**config.mk**
```make
export PLATFORM = sky130hd
export DESIGN_NAME = dac_driver
export DESIGN_NICKNAME = d
export VERILOG_FILES = /design/src/rtl/dac_driver.sv
export SDC_FILE = /design/constraint.sdc
export NUM_CORES = 1
export LEC_CHECK = 0
export ABC_AREA = 1
export ABC_CLOCK_PERIOD_IN_PS = 1900
export BUFFER_PORTS_ARGS = -buffer_cell sky130_fd_sc_hd__buf_2
export CAP_MARGIN = 20
export CORE_MARGIN = 2
export CORE_UTILIZATION = 50
export CTS_BUF_LIST = sky130_fd_sc_hd__clkbuf_8
export CTS_CLUSTER_SIZE = 16
export DETAILED_ROUTE_END_ITERATION = 7
export PLACE_DENSITY = 0.71
export SYNTH_ARGS = -nofsm -noshare
export SYNTH_HDL_FRONTEND = slang
export SYNTH_SLANG_ARGS = --single-unit
```
**constraint.sdc**
```tcl
create_clock -name Clk -period 1.9 [get_ports Clk]
set_input_delay 0.285 -clock Clk [delete_from_list [all_inputs] [get_ports Clk]]
set_output_delay 0.285 -clock Clk [all_outputs]
set_load 0.02 [all_outputs]
```
**src/rtl/dac_driver.sv**
```systemverilog
// Parallel 8-bit DAC transmit driver: sample FIFO, divided DAC clock, falling-edge data update.
// Optional build macro DAC_TWOS_COMP_EN: input samples are two's complement and become offset binary on Data.
module dac_driver #(
  parameter int          DacClkDiv = 9,
  parameter int          FifoDepth = 8,
  parameter logic [7:0]  IdleCode  = 8'h80
) (
  input  logic                         Clk,
  input  logic                         Reset_n,
  input  logic                         Enable,
  input  logic [7:0]                   InData,
  input  logic                         InValid,
  output logic                         InReady,
  output logic [$clog2(FifoDepth):0]   Level,
  output logic                         Underflow,
  output logic [7:0]                   Data,
  output logic                         ClkOut
);

  localparam int AddrW = $clog2(FifoDepth);
  localparam int CntW  = (DacClkDiv > 0) ? $clog2(DacClkDiv + 1) : 1;
  localparam logic [CntW-1:0]  CntLast = CntW'(DacClkDiv);
  localparam logic [AddrW:0]   LvlFull = (AddrW + 1)'(FifoDepth);

  logic [CntW-1:0]  count;
  logic [AddrW-1:0] wr_ptr;
  logic [AddrW-1:0] rd_ptr;
  logic [7:0]       mem [FifoDepth];
  logic             run;
  logic             terminal;
  logic             update;
  logic             push;
  logic             pop;
  logic             empty;
  logic [7:0]       pop_code;

  // NOTE: InReady is a pure function of registers (run, Level), so upstream never sees a combinational path back from InValid.
  assign InReady = run && (Level != LvlFull);

  // The update edge is the one on which ClkOut goes 1->0; data is launched half a DAC period ahead of the latch.
  always_comb begin
    empty    = (Level == '0);
    terminal = (count == CntLast);
    update   = Enable && terminal && ClkOut;
    push     = InValid && InReady;
    pop      = update && !empty;
`ifdef DAC_TWOS_COMP_EN
    pop_code = {~mem[rd_ptr][7], mem[rd_ptr][6:0]};
`else
    pop_code = mem[rd_ptr];
`endif
  end

  always_ff @(posedge Clk) begin
    if (!Reset_n) begin
      run       <= 1'b0;
      count     <= '0;
      ClkOut    <= 1'b1;
      Data      <= IdleCode;
      Level     <= '0;
      Underflow <= 1'b0;
      wr_ptr    <= '0;
      rd_ptr    <= '0;
    end else begin
      run       <= 1'b1;
      Underflow <= update && empty;

      if (!Enable) begin
        count  <= '0;
        ClkOut <= 1'b1;
        Data   <= IdleCode;
      end else if (terminal) begin
        count  <= '0;
        ClkOut <= ~ClkOut;
      end else begin
        count  <= count + 1'b1;
      end

      if (update) Data <= empty ? IdleCode : pop_code;

      if (push) wr_ptr <= wr_ptr + 1'b1;
      if (pop)  rd_ptr <= rd_ptr + 1'b1;

      case ({push, pop})
        2'b10:   Level <= Level + 1'b1;
        2'b01:   Level <= Level - 1'b1;
        default: Level <= Level;
      endcase
    end
  end

  // NOTE: sample storage has no reset; pointers define validity, so stale contents are never observed.
  always_ff @(posedge Clk) begin
    if (push) mem[wr_ptr] <= InData;
  end

endmodule

```
# ---- Word-level counts from Yosys, hierarchy flattened
# Memories as Yosys holds them, arrays and structs flattened. A register that Yosys moved wholly into a read port is not among the register bits.
# Index checks and enable logic that the tools add are counted.
dict set report word_totals {
  memories 1
  input_bits 12
  output_inout_bits 15
  reg_bits 25
  word_cells 42
  ramBits 64
}
# memory depth word_bits read_ports rd_ports_with_merged_regs write_ports line_no
set memory_table {}
lappend memory_table {mem 8 8 1 1 1 28} ;# logic [7:0] mem [FifoDepth];
dict set report classes {
  bitwise_logic 3
  muxes 9
  n_addsub 5
  reduce_logical 11
  eq_ne 5
}
# cell count
set ops {}
lappend ops {{$mux 8} 3}
lappend ops {{$add 4x1->4 const B} 2}
lappend ops {{$pmux 4 s2} 1}
lappend ops {{$add 3x1->3 const B} 2}
lappend ops {{$logic_and 1x1->1} 6}
lappend ops {{$mux 3} 2}
lappend ops {{$eq 4x4->1 const B} 1}
lappend ops {{$logic_not 4->1} 1}
lappend ops {{$ne 4x4->1 const B} 1}
lappend ops {{$sub 4x1->4 const B} 1}
lappend ops {{$mux 1} 3}
lappend ops {{$not 1->1} 3}
lappend ops {{$reduce_or 3->1} 1}
lappend ops {{$eq 2x1->1 const B} 1}
lappend ops {{$eq 2x2->1 const B} 1}
lappend ops {{$ne 2x1->1 const B} 1}
lappend ops {{$reduce_and 2->1} 1}
lappend ops {{$reduce_bool 2->1} 1}
lappend ops {{$logic_not 1->1} 1}

# ---- Longest topological paths before layout
# Gate-level depths: netlist (run 1).
dict set report depth {
  word_depth 6
  ltp_mapped 17
  mapped_depth_nobuf 16
}

# ---- Least setup slack after synthesis (run 1)
# No wires, ideal clock.
dict set report synth_path {
  path_type {reg2reg}
  startpoint {register Level[2]}
  endpoint {register Level[2]}
  synth_period_minus_slack_ps 2166
  path_slack_ps -266
  required_time_ps 1785
  t_arrival_ps 2050
  setup_ps 115
  n_path_buf 0
  path_stages_with_launch 13
  cell_sequence {dfxtp_1 > inv_1 > a31oi_4 > nand2_4 > ha_1 > nand2_1 > inv_1 > nor2_2 > ha_1 > a21oi_1 > xnor2_1 > o21ai_0 > inv_1}
}
dict set report synth_via {
  elab_chain_len 5
  elab_cells_between_ends 12
  cone_classes {add/sub (2); eq/ne (3); mux (1); reduce/logical (6)}
}
# item line_no
set synth_rtl {}
lappend synth_rtl {{start, declared} 14} ;# output logic [$clog2(FifoDepth):0] Level,
lappend synth_rtl {{start signal, assigned} 85} ;# 2'b10: Level <= Level + 1'b1;
lappend synth_rtl {{start signal, assigned} 86} ;# 2'b01: Level <= Level - 1'b1;
lappend synth_rtl {{start signal, assigned} 87} ;# default: Level <= Level;
lappend synth_rtl {{$ne 4x4->1 *} 38} ;# assign InReady = run && (Level != LvlFull);
lappend synth_rtl {{$logic_and 1x1->1 *} 38}
lappend synth_rtl {{named net InReady} 13} ;# output logic InReady,
lappend synth_rtl {{$logic_and 1x1->1 *} 45} ;# push = InValid && InReady;
lappend synth_rtl {{$eq 2x1->1 / $eq 2x2->1 (equally long branches)} 84} ;# case ({push, pop})
lappend synth_rtl {{$pmux 4 s2 / $reduce_bool 2->1 (equally long branches)} -}
# The timed path passes the listed nets; every way through them passes the cells marked *.
# A chain may end at the register's enable or synchronous reset.

# ---- Worst setup path after layout (run 1)
dict set report layout_path {
  startpoint {register count[1]}
  endpoint {register Level[2]}
}
dict set report layout_via {
  elab_chain_len 6
  elab_cells_between_ends 8
  cone_classes {eq/ne (3); mux (1); reduce/logical (4)}
}
# item line_no
set layout_rtl {}
lappend layout_rtl {{start, declared} 25} ;# logic [CntW-1:0] count;
lappend layout_rtl {{start signal, assigned} 76} ;# count <= count + 1'b1;
lappend layout_rtl {{$eq 4x4->1 *} 43} ;# terminal = (count == CntLast);
lappend layout_rtl {{$logic_and 1x1->1 * (2 in a row)} 44} ;# update = Enable && terminal && ClkOut;
lappend layout_rtl {{$logic_and 1x1->1 *} 46} ;# pop = update && !empty;
lappend layout_rtl {{$eq 2x1->1 / $eq 2x2->1 (equally long branches)} 84}
lappend layout_rtl {{$pmux 4 s2 / $reduce_bool 2->1 (equally long branches)} -}
# Mark *: on every way between the ends. The rest lies on a longest branch, timed or not.

==> flow_summary.toml, run 1 <==
[timing]
finalHoldViolCount = 0
relSlewSlack_pct = 69.43
max_freq_mhz = 533.3
drv_slew = 0
fin_crit_sh_pct = 98.69
setup_tns_ps = 0
setup_viol = 0
rsz0062_at_grt = "yes"
worst_pin_slew_ps = 457.8
skew_ps = 8.617
setup_slack_ps = 24.87
fin_crit_ps = 1875

[drt]
vias = 2666
routedWlPerCell_um = 15.29
wl_um = 7659
first_pass_iters = 5
antenna_left = 0
via_per_inst = 5.321
drc = 0
drt_iter0_markers = 215

[setup_path]
cp_slowest_cell = "dfxtp_2"
cp-start-kind = "flop"
r2r_cells = 14
r2r-end = "Level[2]"
reg2reg_setup_slack_ps = 20
endpoint_kind = "flop"
crit_required_ps = 2160
cp_common_cell = "ha_4"
path_max_fanout = 4
arrival_ps = 2130
reg2reg_from = "count[1]"
criticalPathCategory = "flop to flop"
crit_chain = "inv_2 -> ha_4 -> nand2_4 -> nor2_4 -> nand4_4 -> inv_4 -> ha_4 -> nor2_1 -> nor2_2 -> ha_2 -> a21oi_2 -> xnor2_1 -> o21ai_1 -> inv_1"
max_stage_delay_ps = 330

[global_route]
grt_max_degree = 33
antenna_found_initial = 0
grt_pass1_vias = 2454
track_usage_pct = 19.58
overflow = 0
grt_first_pass_wirelength_um = 12250

[floorplan]
die_w_um = 90.85
core_area_um2 = 7292
io_pins = 27
row_count = 31
start_util_pct = 51.72
design.die.area_um2 = 8253
die_height_um = 90.85

[power]
power.density_nw_per_um2 = 805.8
p_leak_nw = 1.645
p_total_w = 0.003515
vdd_drop_max_v = 0.0003652

[cells_and_area]
final_util_pct = 59.81
final_cell_mix = "72 x nor2_1, 64 x edfxtp_1, 33 x nand2_1, 33 x nand3_1, 31 x o21ai_0"
fillCellCount = 635
synthToLayoutAreaGrowth_pct = 15.66
finalInstanceArea_um2 = 4362
insertedDiodeCount = 0
nNetsFinal = 416
layout_commonest_cell = "nor2_1"
drive_gt1_share_pct = 23.38

[yosys]
yosys.area.top_type = "edfxtp_1"
yosysSeqAreaShare_pct = 65.83
netlist-cell-type-count = 31
syn-mean-instance-area_um2 = 10.84
netlist_area_um2 = 3771
synth.top_cell.area_share_pct = 50.96
ys_warn_count = 0
syn_inst = 348
syn-num-nets = 367
ys_top_cells_by_area = "edfxtp_1 51%, dfxtp_1 15%, nor2_1 7.2%"
synth-seq-cells = 92

[clock_network]
cts_htree_levels = 3
clk_pin_slew_ps = 90
clock_path_buffers = 2
root_buffer = "clkbuf_8"
clock_latency_ps = 360
cts_tree = "yes"
postCtsHoldBufs = 0
cts.sinks = 92
cts_buffers = 9

[placed_design]
place_congestion = 0.8549
dp_hpwl_um = 4974
pre_cts_ws_ps = -69.46
io_buffers = 26
dpl_cell_area_um2 = 4115

[run]
drv_cap = 0

[run_status]
status = "completed"

[worst_hold_path]
min_path_type = "input pin to flop"
hold_depth = 1
hold_end = "run"
min_from = "Reset_n"
## registers in the layout, indices dropped and copies added, names as in the netlist, named ones only
name,flops
ClkOut,1
Data,8
Level,4
Underflow,1
count,4
mem,64
rd_ptr,3
run,1
wr_ptr,3
## area by class of cell
type | instances | area [um^2] | share of cell area, %
sequential | 92 | 2492 | 57.14
multi-input combinational | 220 | 1154 | 26.45
timing repair buffer | 51 | 330.3 | 7.573
clock buffer | 10 | 137.6 | 3.155
tap | 99 | 123.9 | 2.840
inverter | 23 | 88.84 | 2.037
clock inverter | 6 | 35.03 | 0.8032
## through the flow
stage | cells | hold WS, ps
3_3_place_gp | 480 | 445.3
2_1_floorplan | 348 | 312.7
4_1_cts | 497 | 144.8
3_5_place_dp | 480 | 452.2
6_report | 501 | 169.5
5_1_grt | 501 | 143.0
## logic make-up after synthesis
family	share of synthesized area, %
fa+ha+maj	2.322
xor+xnor	0.6969
simple gates	18.75
compound gates	7.531
flops	65.83
buf+inv	4.877
## power by group
group | total, W | switching, W | leakage [nW] | internal, W
clock network | 0.00116 | 0.000659 | 0.0923 | 0.000500
registers | 0.00218 | 0.0000163 | 0.808 | 0.00217
logic | 0.000173 | 0.000115 | 0.745 | 0.0000581
total | 0.00351 | 0.000790 | 1.65 | 0.00273
## critical path, delay by kind of cell, from the launching register on
kind,cells,cell delay (ps)
fa+ha+maj,3,480
flops,1,330
buf+inv,3,200
simple gates,5,470
compound gates,2,180
xor+xnor,1,130
## synthesized netlist by cell type
master,n
buf_2,4
buf_12,1
nor2_1,72
inv_1,19
nor3_1,6
nor2_4,1
nand2_4,2
o21ai_2,1
inv_2,2
buf_6,1
nand3_2,2
dfxtp_1,28
o21ai_1,2
ha_1,7
a21oi_1,15
nand2_1,36
nand3_1,33
xnor2_1,2
a31oi_4,1
nand4_4,1
inv_4,1
nor2_2,3
nand4_1,2
o21ai_0,32
clkbuf_2,2
clkbuf_1,1
clkinv_1,1
xor2_1,1
edfxtp_1,64
o22a_1,1
buf_4,4
## worst max path at each step
stage	startpoint	end	slack, ps	cells after the start
6_report	count[1]	Level[2]	20	14
3_5_place_dp	count[1]	Level[2]	-70	15
2_1_floorplan	Level[1]	mem[1][0]	-80	4
3_3_place_gp	count[1]	Level[2]	40	15
5_1_grt	count[1]	Level[2]	-100	15
4_1_cts	count[1]	Level[2]	2	15
## layer usage
metal | part of all wire [%] | GRT usage [%]
met1 | 45 | 26.03
met4 | 2.2 | 8.207
met5 | 0 | 0
met3 | 4.8 | 4.758
met2 | 48 | 30.91
## repair_timing
action | 4_1_cts | 5_1_grt
gates resized for setup | 1 | 13
setup buffers | 1 | 4
endpoints found under the setup margin | 1 | 3
pin swaps | 1 | 10
Power figures use the tool's default switching activity.
==> run 2, diff against run 1 <==
--- a/config.mk
+++ b/config.mk
@@ -9,7 +9,7 @@
 export ABC_CLOCK_PERIOD_IN_PS = 1900
 export BUFFER_PORTS_ARGS = -buffer_cell sky130_fd_sc_hd__buf_2
 export CAP_MARGIN = 20
-export CORE_MARGIN = 2
+export CORE_ASPECT_RATIO = 1.4
 export CORE_UTILIZATION = 50
 export CTS_BUF_LIST = sky130_fd_sc_hd__clkbuf_8
 export CTS_CLUSTER_SIZE = 16
==> flow_summary.toml, run 2 (same netlist as run 1, synthesis figures left out) <==
[run_status]
status = "completed"

[floorplan]
start_util_pct = 51.56
die_height_um = 104.8
row_count = 37
core_area_um2 = 7315
io_pins = 27
die_w_um = 75.40
design.die.area_um2 = 7899

[power]
vdd_drop_max_v = 0.0004121
p_leak_nw = 1.665
power.density_nw_per_um2 = 834.9

[cells_and_area]
insertedDiodeCount = 0
largest_reg_flops = 64
nNetsFinal = 415
finalInstanceArea_um2 = 4389
synthToLayoutAreaGrowth_pct = 16.39
drive_gt1_share_pct = 23.69
final_cell_mix = "71 x nor2_1, 64 x edfxtp_1, 33 x nand2_1, 33 x nand3_1, 31 x o21ai_0"
fillCellCount = 646
layout_commonest_cell = "nor2_1"
regArea_um2 = 2490
multi_input_comb_area_um2 = 1174
reg.largest.list = "mem x64, Data x8"
regMostFlops = "mem"

[placed_design]
place_congestion = 0.7882
dp_hpwl_um = 5100
dpl_cell_area_um2 = 4108
io_buffers = 26

[timing]
worst_pin_slew_ps = 465.7
finalHoldViolCount = 0
max_freq_mhz = 545.9
fin_crit_sh_pct = 96.42
setup_viol = 0
setup_tns_ps = 0
drv_slew = 0
relSlewSlack_pct = 68.91
rsz0062_at_grt = "yes"
fin_crit_ps = 1832
skew_ps = 8.582

[worst_hold_path]
min_path_type = "input pin to flop"

[drt]
first_pass_iters = 5
via_per_inst = 5.301
antenna_left = 0
drc = 0
wl_um = 7704
drt_iter0_markers = 202
vias = 2640
routedWlPerCell_um = 15.47

[global_route]
track_usage_pct = 21.78
antenna_found_initial = 0
overflow = 0
grt_first_pass_wirelength_um = 12300
grt_pass1_vias = 2628
grt_max_degree = 33

[clock_network]
cts_tree = "yes"
postCtsHoldBufs = 0
clk_pin_slew_ps = 80
cts.sinks = 92
clock_path_buffers = 2
clock_latency_ps = 360
root_buffer = "clkbuf_8"
cts_htree_levels = 3
cts_buffers = 9

[setup_path]
r2r_cells = 15
reg2reg_from = "count[1]"
crit_end = "Level[2]"
reg2reg_setup_slack_ps = 70
arrival_ps = 2080
criticalPathCategory = "flop to flop"
endpoint_kind = "flop"
startpoint = "count[1]"
cp-start-kind = "flop"
crit_required_ps = 2150
path_max_fanout = 4
r2r-end = "Level[2]"

[run]
drv_cap = 0
==> run 2: metal layers <==
metal | share of wire (%) | track usage, % | up-vias
met2 | 53 | 36.54 | 65
met1 | 39 | 24.95 | 1278
met5 | 0 | 0 | -
met4 | 3.3 | 11.77 | 0
met3 | 4.7 | 4.918 | 16
li1 | - | - | 1281
==> run 2: layout make-up <==
type	instances	area share (%)
clock buffer	11	3.449
clock inverter	5	1.169
inverter	23	2.081
multi-input combinational	220	26.74
sequential	92	56.73
tap	97	2.765
timing repair buffer	50	7.070
==> run 2: metrics by stage <==
| stage | hold slack [ps] | util [%] | setup WS, ps | cells | total power, W |
|---|---|---|---|---|---|
| after floorplan | 312.7 | - | -77.97 | 348 | 0.002320 |
| after global placement | 445.8 | 56.16 | 48.57 | 479 | 0.002388 |
| after detailed placement | 455.7 | 56.16 | -33.72 | 479 | 0.002395 |
| after CTS | 160.2 | 59.13 | 11.69 | 497 | 0.003682 |
| after global routing | 165.7 | 60.01 | -31.71 | 498 | 0.003792 |
| final | 171.1 | 60.01 | 68.01 | 498 | 0.003664 |
==> run 2: worst min path at each step <==
stage	start	to	slack, ps	cells after the start
2_1_floorplan	Reset_n	run	310	0
3_3_place_gp	rd_ptr[2]	flop	450	2
3_5_place_dp	rd_ptr[2]	rd_ptr[2]	460	2
4_1_cts	Reset_n	run	160	1
5_1_grt	Reset_n	run	170	1
6_report	Reset_n	run	170	1
==> run 2: worst max-delay path, cell delays in order (launching register included) <==
cell and delay, ps:
dfxtp_2 330, inv_2 60, ha_4 130, nand2_4 50, nor2_4 130, nand4_4 120, inv_4 80, ha_4 160
nand2_4 60, inv_4 60, nor2_4 40, ha_4 150, a21oi_2 100, xnor2_1 70, o21ai_1 130, inv_1 50
==> run 2: what timing repair did <==
item,in CTS,in global routing
buffers inserted,2,1
pin swaps,1,9
endpoints found under the hold margin,0,0
setup endpoints to repair,1,3
gates resized for setup,0,17
==> run 2: power by group <==
part           leakage (nW)  switching (W)  internal [W]  total (W)
logic                 0.748       0.000116     0.0000599   0.000175
registers             0.808      0.0000131       0.00217    0.00218
clock network         0.108       0.000637      0.000671    0.00131
==> run 3, diff against run 2 <==
--- a/config.mk
+++ b/config.mk
@@ -9,11 +9,13 @@
 export ABC_CLOCK_PERIOD_IN_PS = 1900
 export BUFFER_PORTS_ARGS = -buffer_cell sky130_fd_sc_hd__buf_2
 export CAP_MARGIN = 20
-export CORE_ASPECT_RATIO = 1.4
+export CORE_ASPECT_RATIO = 0.8
+export CORE_MARGIN = 2
 export CORE_UTILIZATION = 50
 export CTS_BUF_LIST = sky130_fd_sc_hd__clkbuf_8
 export CTS_CLUSTER_SIZE = 16
 export DETAILED_ROUTE_END_ITERATION = 7
+export GPL_ROUTABILITY_DRIVEN = 0
 export PLACE_DENSITY = 0.71
 export SYNTH_ARGS = -nofsm -noshare
 export SYNTH_HDL_FRONTEND = slang
==> flow_summary.toml, run 3 (same netlist as run 1, synthesis figures left out) <==
[global_route]
met3_usage_pct = 4.851
track_usage_pct = 19.90
grt_first_pass_wirelength_um = 12140
top_usage_layer = "met2"
grt_pass1_vias = 2433
use_met1_pct = 26.73
antenna_found_initial = 0
grt_max_degree = 33
gr-usage-met2_pct = 31.92
overflow = 0

[setup_path]
criticalPathCategory = "flop to flop"
path_max_fanout = 4
reg2reg_from = "count[1]"
crit_required_ps = 2140
reg2reg_setup_slack_ps = 10
arrival_ps = 2130
endpoint_kind = "flop"
cp-start-kind = "flop"
r2r_cells = 12
r2r-end = "Level[1]"

[clock_network]
clock_path_buffers = 2
cts_buffers = 9
root_buffer = "clkbuf_8"
cts_tree = "yes"
clk_pin_slew_ps = 80
postCtsHoldBufs = 0
cts_htree_levels = 3
cts.sinks = 92
clock_latency_ps = 360

[cells_and_area]
final_util_pct = 59.40
insertedDiodeCount = 0
reg.largest.list = "mem x64, Data x8"
regMostFlops = "mem"
largest_reg_flops = 64
nNetsFinal = 413
layout_commonest_cell = "nor2_1"
final_cell_mix = "71 x nor2_1, 64 x edfxtp_1, 34 x nand2_1"
synthToLayoutAreaGrowth_pct = 15.89
drive_gt1_share_pct = 22.56

[timing]
drv_slew = 0
max_freq_mhz = 530.2
rsz0062_at_grt = "yes"
worst_pin_slew_ps = 476.2
finalHoldViolCount = 0
relSlewSlack_pct = 68.20
setup_viol = 0
fin_crit_sh_pct = 99.27
setup_slack_ps = 13.81
skew_ps = 12.40
setup_tns_ps = 0
fin_crit_ps = 1886

[floorplan]
die_w_um = 101.1
core_area_um2 = 7357
row_count = 28
design.die.area_um2 = 8257
io_pins = 27
start_util_pct = 51.26
die_height_um = 81.68

[power]
power.density_nw_per_um2 = 857.0
internal-power_w = 0.002986
power.share.sequential_pct = 58.3
swShare_pct = 20.27
p_sw_w = 0.0007593
pwr-share-clk_pct = 37.0
power_frac_comb_pct = 4.6
vdd_drop_max_v = 0.0004656
p_leak_nw = 1.669

[drt]
first_pass_iters = 4
drt_iter0_markers = 155
vias = 2543
routedWlPerCell_um = 15.66
wl_um = 7660
antenna_left = 0
via_per_inst = 5.200
drc = 0

[run_status]
status = "completed"

[placed_design]
dp_hpwl_um = 4964
io_buffers = 26
pre_cts_ws_ps = -1.046

[worst_hold_path]
min_from = "Reset_n"
hold_depth = 1
min_path_type = "input pin to flop"
hold_end = "run"

[run]
drv_cap = 0
run 3: cell count changes in the layout (fill, tap and decap cells not counted), sizes merged:
cell      change
buf           -2
bufinv        +1
clkbuf        -1
clkinvlp      -1
inv           +1
run 3: worst max-delay path by stage:
stage              from   endpoint  depth (start not counted)
4_1_cts        count[1]   Level[2]                         15
5_1_grt        count[1]   Level[2]                         14
6_report       count[1]   Level[1]                         12
3_5_place_dp   count[1]   Level[2]                         15
2_1_floorplan  Level[1]  mem[1][0]                          4
3_3_place_gp   count[1]   Level[2]                         15
run 3: per-stage QoR:
step / power [W] / std cells / cell area (um^2) / hold WS (ps)
2_1_floorplan: 0.002320 / 348 / 3794 / 312.7
3_3_place_gp: 0.002390 / 470 / 4084 / 444.0
3_5_place_dp: 0.002397 / 470 / 4084 / 453.4
4_1_cts: 0.003757 / 486 / 4297 / 174.5
5_1_grt: 0.003876 / 489 / 4370 / 179.5
6_report: 0.003745 / 489 / 4370 / 178.3
run 3: repair_timing:
item | 4_1_cts | 5_1_grt
setup endpoints to repair | 1 | 4
pin swaps | 2 | 8
buffers inserted | 0 | 3
cloned | 0 | 0
gates resized for setup | 1 | 16
hold endpoints to repair | 0 | 0
run 3: area by class of cell:
cell class	count	area (um^2)
clock buffers	10	137.6
clock inverters	6	75.07
fillers	615	2987
inverters	23	88.84
multi-input cells	220	1161
flip-flops and latches	92	2492
well taps	90	112.6
repair buffers	48	302.8
run 3: worst max-delay path: stages (launching register included):
cell and delay [ps]:
dfxtp_2 330, inv_2 60, ha_4 120, nand2_4 40, nor2_4 130, nand4_4 100, inv_4 90, ha_4 160
nor2_2 40, nor2_2 140, ha_2 290, o21ai_0 200, nor2_1 60
run 3: metal layers:
layer	wire length, um	share of wire (%)
met2	3754	49
met1	3314	43
met5	0	0
met4	86	1.1
met3	504	6.6
run 3: power by group through the flow:
stage / sequential [W] / combinational, W / clock (W)
2_1_floorplan: 0.00224 / 0.0000844 / 0
3_3_place_gp: 0.00223 / 0.000162 / 0
3_5_place_dp: 0.00223 / 0.000169 / 0
4_1_cts: 0.00218 / 0.000170 / 0.00141
5_1_grt: 0.00219 / 0.000195 / 0.00149
6_report: 0.00219 / 0.000174 / 0.00139
